## src/rtl/reg_file_mp_pkg.sv

```systemverilog
// reg_file_mp_pkg: shared defaults and clear/run state encoding for the register file
package reg_file_mp_pkg;
  localparam int XLEN_DEF = 32;
  localparam int NREGS_DEF = 32;
  localparam logic [0:0] ST_CLEAR = 1'b0;
  localparam logic [0:0] ST_RUN = 1'b1;
endpackage

```

## src/rtl/reg_file_mp_bypass_mux.sv

```systemverilog
// rf_bypass_mux: per-read-port x0/enable/busy gating with highest-lane write forwarding
module rf_bypass_mux #(
  parameter int XLEN = 32,
  parameter int AW = 5,
  parameter int NWR = 1,
  parameter int ZERO_X0 = 1,
  parameter int BYPASS = 1
)(
  input  logic              i_busy,
  input  logic              i_re,
  input  logic [AW-1:0]     i_raddr,
  input  logic [XLEN-1:0]   i_entry,
  input  logic [NWR-1:0]    i_we,
  input  logic [NWR*AW-1:0] i_waddr,
  input  logic [NWR*XLEN-1:0] i_wdata,
  output logic [XLEN-1:0]   o_data
);
  logic [XLEN-1:0] fwd;
  always_comb begin
    fwd = i_entry;
    for (int j = 0; j < NWR; j++)
      fwd = (BYPASS != 0 && i_we[j] && i_waddr[j*AW +: AW] == i_raddr) ? i_wdata[j*XLEN +: XLEN] : fwd;
    o_data = (i_busy || !i_re || (ZERO_X0 != 0 && i_raddr == '0)) ? '0 : fwd;
  end
endmodule

```

## src/rtl/reg_file_mp.sv

```systemverilog
// reg_file_mp: multi-port register file with bypass, optional registered read and post-reset clear
module reg_file_mp import reg_file_mp_pkg::*; #(
  parameter int XLEN = XLEN_DEF,
  parameter int NREGS = NREGS_DEF,
  parameter int NRD = 2,
  parameter int NWR = 1,
  parameter int ZERO_X0 = 1,
  parameter int BYPASS = 1,
  parameter int READ_LAT = 0,
  localparam int AW = $clog2(NREGS)
)(
  input  logic                 clk,
  input  logic                 rst_n,
  input  logic [NRD-1:0]       i_re,
  input  logic [NRD*AW-1:0]    i_raddr,
  output logic [NRD*XLEN-1:0]  o_rdata,
  input  logic [NWR-1:0]       i_we,
  input  logic [NWR*AW-1:0]    i_waddr,
  input  logic [NWR*XLEN-1:0]  i_wdata,
  output logic                 o_busy
);
  logic [0:0] state_q, state_d;
  logic [AW-1:0] clr_ptr_q, clr_ptr_d;
  logic busy;
  logic [XLEN-1:0] ent [NREGS];
  assign busy = state_q == ST_CLEAR;
  assign o_busy = busy;
  always_comb begin
    state_d = !rst_n ? ST_CLEAR : (busy && clr_ptr_q == AW'(NREGS - 1)) ? ST_RUN : state_q;
    clr_ptr_d = !rst_n ? AW'(ZERO_X0) : busy ? clr_ptr_q + AW'(1) : clr_ptr_q;
  end
  always_ff @(posedge clk) begin
    state_q <= state_d;
    clr_ptr_q <= clr_ptr_d;
  end
  genvar i, k;
  for (i = 0; i < NREGS; i++) begin : g_ent
    if (ZERO_X0 != 0 && i == 0) begin : g_zero
      assign ent[i] = '0;
    end else begin : g_reg
      logic [XLEN-1:0] ent_q, ent_d;
      always_comb begin
        ent_d = (busy && clr_ptr_q == AW'(i)) ? '0 : ent_q;
        for (int j = 0; j < NWR; j++)
          ent_d = (!busy && i_we[j] && i_waddr[j*AW +: AW] == AW'(i)) ? i_wdata[j*XLEN +: XLEN] : ent_d;
      end
      always_ff @(posedge clk) ent_q <= ent_d;
      assign ent[i] = ent_q;
    end
  end
  for (k = 0; k < NRD; k++) begin : g_rd
    logic [XLEN-1:0] rd;
    rf_bypass_mux #(
      .XLEN(XLEN), .AW(AW), .NWR(NWR), .ZERO_X0(ZERO_X0), .BYPASS(BYPASS)
    ) u_mux (
      .i_busy(busy),
      .i_re(i_re[k]),
      .i_raddr(i_raddr[k*AW +: AW]),
      .i_entry(ent[i_raddr[k*AW +: AW]]),
      .i_we(i_we),
      .i_waddr(i_waddr),
      .i_wdata(i_wdata),
      .o_data(rd)
    );
    if (READ_LAT != 0) begin : g_lat
      logic [XLEN-1:0] rdata_q, rdata_d;
      always_comb rdata_d = (!rst_n || busy) ? '0 : i_re[k] ? rd : rdata_q;
      always_ff @(posedge clk) rdata_q <= rdata_d;
      assign o_rdata[k*XLEN +: XLEN] = rdata_q;
    end else begin : g_comb
      assign o_rdata[k*XLEN +: XLEN] = rd;
    end
  end
endmodule

```

## config.mk

```make
export PLATFORM = sky130hd
export DESIGN_NAME = reg_file_mp
export DESIGN_NICKNAME = d
export VERILOG_FILES = /design/src/rtl/reg_file_mp_pkg.sv /design/src/rtl/reg_file_mp_bypass_mux.sv /design/src/rtl/reg_file_mp.sv
export SDC_FILE = /design/constraint.sdc
export NUM_CORES = 2
export LEC_CHECK = 0
export CAP_MARGIN = 30
export CORE_ASPECT_RATIO = 0.9
export CORE_MARGIN = 2
export CORE_UTILIZATION = 30
export DETAILED_ROUTE_END_ITERATION = 12
export GPL_TIMING_DRIVEN = 0
export RECOVER_POWER = 25
export REMOVE_ABC_BUFFERS = 1
export SLEW_MARGIN = 20
export SYNTH_ARGS = -nofsm -noshare
export SYNTH_HDL_FRONTEND = slang
export SYNTH_SLANG_ARGS = --single-unit
```

## constraint.sdc

```tcl
create_clock -name clk -period 7.6 [get_ports clk]
set_input_delay 1.52 -clock clk [delete_from_list [all_inputs] [get_ports clk]]
set_output_delay 1.52 -clock clk [all_outputs]
set_load 0.1 [all_outputs]
```

==> reports/metrics.cfg <==
[routing]
drt_iter0_drc = 4750
via_per_inst = 5.69
dr.pass1.iters = 6
vias = 35300
ant_nets = 0
drt-total-wl_mm = 194
wl_per_cell_um = 31.3
drc_errors = 0

[global_routing]
grt_max_degree = 78
grt_overflow = 0
antenna_found_initial = 18
grt_pass1_wl_mm = 271
grt_usage_pct = 20.6
grt_pass1_vias = 35400

[power_and_ir_drop]
power_mw = 12.0
p_leak_nw = 21.0
ir_worst_vdd_v = 0.000171
powerDensity_nw_per_um2 = 192

[worst_setup_path]
setup.worst_path.start_class = input pin
cp.arrival_ns = 6.20
worstPathCellList = buf_4, buf_16, or2_2, o211ai_1, a21oi_4, buf_16, o311ai_1, o31ai_1, clkdlybuf4s50_1
cp_top_family = buffers and inverters
cp.required_ns = 6.08
reg2regPathDepth = 7
worstSetupEndpointType = output port
r2r-end = g_ent[23].g_reg.ent_q[29]
reg2reg_slack_ns = 2.43
crit_top_cell = buf_16
critPathBufInv = 4
r2r_start = state_q
max_stage_delay_ns = 1.26
cp.depth = 9
cp_max_fo = 30
crit_type = in -> out
crit_path_top_delay_cell = clkdlybuf4s50_1

[clocking]
htreeDepth = 3
clkTransAtPathRegs_ns = 0.06
cts_made_buffers = 109
clockRootBuffer = clkbuf_16
worstSkewPairLatency_ns = 0.70
clock_sinks = 998
cts_tree = built
clockBufferDepth = 3
cts_setup_buffers = 0

[floorplan]
start_util_pct = 30.1
die_w_um = 452
io_pins = 117
die_y_um = 408
die_area_um2 = 184000
rows = 148
core_um2 = 180000

[min_path]
holdPathEnd = clr_ptr_q[1]
hp-class = reg -> reg
min_from = clr_ptr_q[1]
holdPathStages = 2

[logic_synthesis]
synthAdderAreaFrac_pct = 0.138
syn_inst = 3754
synth_area_leaders = edfxtp_1 (55%), mux4_2 (18%), and2_1 (12%), mux2i_1 (2.2%), clkbuf_1 (1.8%)
synth_edf_count = 992
synth_compound_area_share_pct = 5.40
yosys.area.top_type_share_pct = 54.9
ys_types = 57
synth_seq_area_share_pct = 55.1
synth-xor-area-share_pct = 0.210
synthMuxAreaShare_pct = 21.6
synth_area_um2 = 54300
synth_top_family_by_area = multiplexers
syn_avg_cell_area_um2 = 14.5
synth_seq_cells = 998
synthFlopType = edfxtp_1
async_reset_ff_share_pct = 0
synth_top_cell_by_area = edfxtp_1
yosys.area_share.simple_pct = 14.2
ys_warn_count = 0

[run_status]
outcome = complete, but fails checks
violations = max-capacitance violations, max-slew violations, negative setup slack

[sta]
setup_viol = 3
fmax_mhz = 130
fin_crit_sh_pct = 102
tightest_slew_ns = 2.34
maxSlewHeadroom_pct = -56.5
rsz0062_at_grt = no
skew_ns = 0.0234
hold_viol_final = 0
fin_crit_ns = 7.72
drv_slew = 337
worst_slack_ns = -0.117

[finish]
nets = 3764
final_cell_area_um2 = 62600
nFillCells = 17200
drive_gt1_share_pct = 22.1
diodes = 0
syn_to_final_growth_pct = 15.3

[flow_run]
maxCapViolCount = 21

[place]
globalplace.congestion = 0.857
dp_hpwl_mm = 120
place_area_um2 = 59800
io_buffers = 116

[worst register-to-register path, stage by stage, from the launching register on]
cell	delay, ns
dfxtp_1	0.84
and3_1	0.38
nand3_1	0.17
nor2b_1	0.93
clkbuf_1	0.97
clkbuf_1	0.97
a21o_4	0.26
buf_16	0.28
[state kept, by name, summed over array words and instances, names as in the netlist]
| register | count |
|---|---|
| g_ent.g_reg.ent_q | 992 |
| clr_ptr_q | 5 |
| state_q | 1 |
[area by class of cell]
cell class / instances / area, µm² / area share (%)
Sequential cell: 998 / 29900 / 47.8
Multi-Input combinational cell: 2347 / 23000 / 36.7
Timing Repair Buffer: 244 / 3380 / 5.39
Tap cell: 2400 / 3000 / 4.80
Clock buffer: 135 / 2870 / 4.58
Clock inverter: 66 / 457 / 0.730
Inverter: 6 / 27.5 / 0.0440
[stage by stage]
step                      setup TNS [ns]  hold slack [ns]  instances  util (%)  worst slack, ns
after floorplan                        0            0.530       3351         -            0.452
after global placement          -1960.78            0.571       5867      31.4           -27.56
after detailed placement           -2.35            0.576       5992      33.1           -0.304
after CTS                              0            0.584       6193      35.0          0.00433
after global routing                   0            0.651       6196      34.7          0.00911
final                             -0.230            0.586       6196      34.7           -0.117
[logic make-up (layout without fill, tap and decap cells)]
| logic type | after synthesis | in the layout |
|---|---|---|
| multiplexers | 627 | 627 |
| flip-flops | 998 | 998 |
| AND/OR/NAND/NOR | 1304 | 1304 |
| AO/OA/AOI/OAI | 397 | 397 |
| XOR/XNOR | 13 | 13 |
| adder cells (fa/ha/maj) | 6 | 6 |
| buffers and inverters | 409 | 451 |
[timing repair]
action | in CTS | in global routing
endpoints found under the setup margin | 12 | 3
resized for setup | 8 | 3
hold buffers | 0 | 0
gates cloned | 0 | 0
[synth_stat cells (all sizes together), types with 2 or more instances]
| cell type | number |
|---|---|
| a211oi | 39 |
| mux4 | 427 |
| nor2 | 84 |
| o22ai | 67 |
| o21ai | 34 |
| nand4 | 2 |
| o311ai | 13 |
| edfxtp | 992 |
| o221ai | 20 |
| a221o | 7 |
| o22a | 2 |
| clkbuf | 261 |
| xnor2 | 7 |
| a21o | 31 |
| o211ai | 8 |
| a211o | 23 |
| nor3 | 20 |
| ha | 6 |
| nand2b | 11 |
| and3 | 9 |
| and2 | 1003 |
| buf | 142 |
| nand2 | 99 |
| o31ai | 21 |
| nor4 | 3 |
| inv | 6 |
| mux2 | 81 |
| a22oi | 29 |
| mux2i | 119 |
| a221oi | 34 |
| xor2 | 6 |
| nor2b | 30 |
| dfxtp | 6 |
| nand3 | 16 |
| or2 | 4 |
| nand3b | 19 |
| a22o | 22 |
| a2111oi | 16 |
| a21oi | 28 |
[where the power goes]
group / total, mW / switching (mW) / internal, mW / leakage (nW)
Sequential: 6.07 / 0.0277 / 6.04 / 10.1
Combinational: 0.857 / 0.555 / 0.301 / 9.29
Clock: 5.10 / 2.24 / 2.86 / 1.62
[layout by cell type, fill, tap and decap left out, drive strengths merged, types with 30 or more instances in the layout]
cell type	count
and2	1003
edfxtp	992
mux4	427
clkbuf	155
buf	123
mux2i	119
nand2	99
clkdlybuf4s50	85
nor2	84
mux2	81
o22ai	67
clkinv	54
a211oi	39
a221oi	34
o21ai	34
a21o	31
nor2b	30
[per-layer routing]
metal,up-vias,wire [µm],track usage [%]
met5,-,66,0
met4,12,9360,8.41
met3,458,21600,5.20
met2,2200,88000,31.9
met1,18300,74800,27.5
li1,14300,-,-
[how the worst max path moves through the flow]
stage / start / slack (ns) / endpoint
floorplan: i_raddr[3] / 0.45 / o_rdata[27]
global placement: i_raddr[5] / -27.56 / o_rdata[51]
detailed placement: i_raddr[8] / -0.30 / o_rdata[48]
CTS: i_raddr[1] / 0.004 / o_rdata[30]
global route: i_raddr[4] / 0.009 / o_rdata[8]
finish: i_raddr[4] / -0.12 / o_rdata[9]
(Power assumes the default switching activity.)
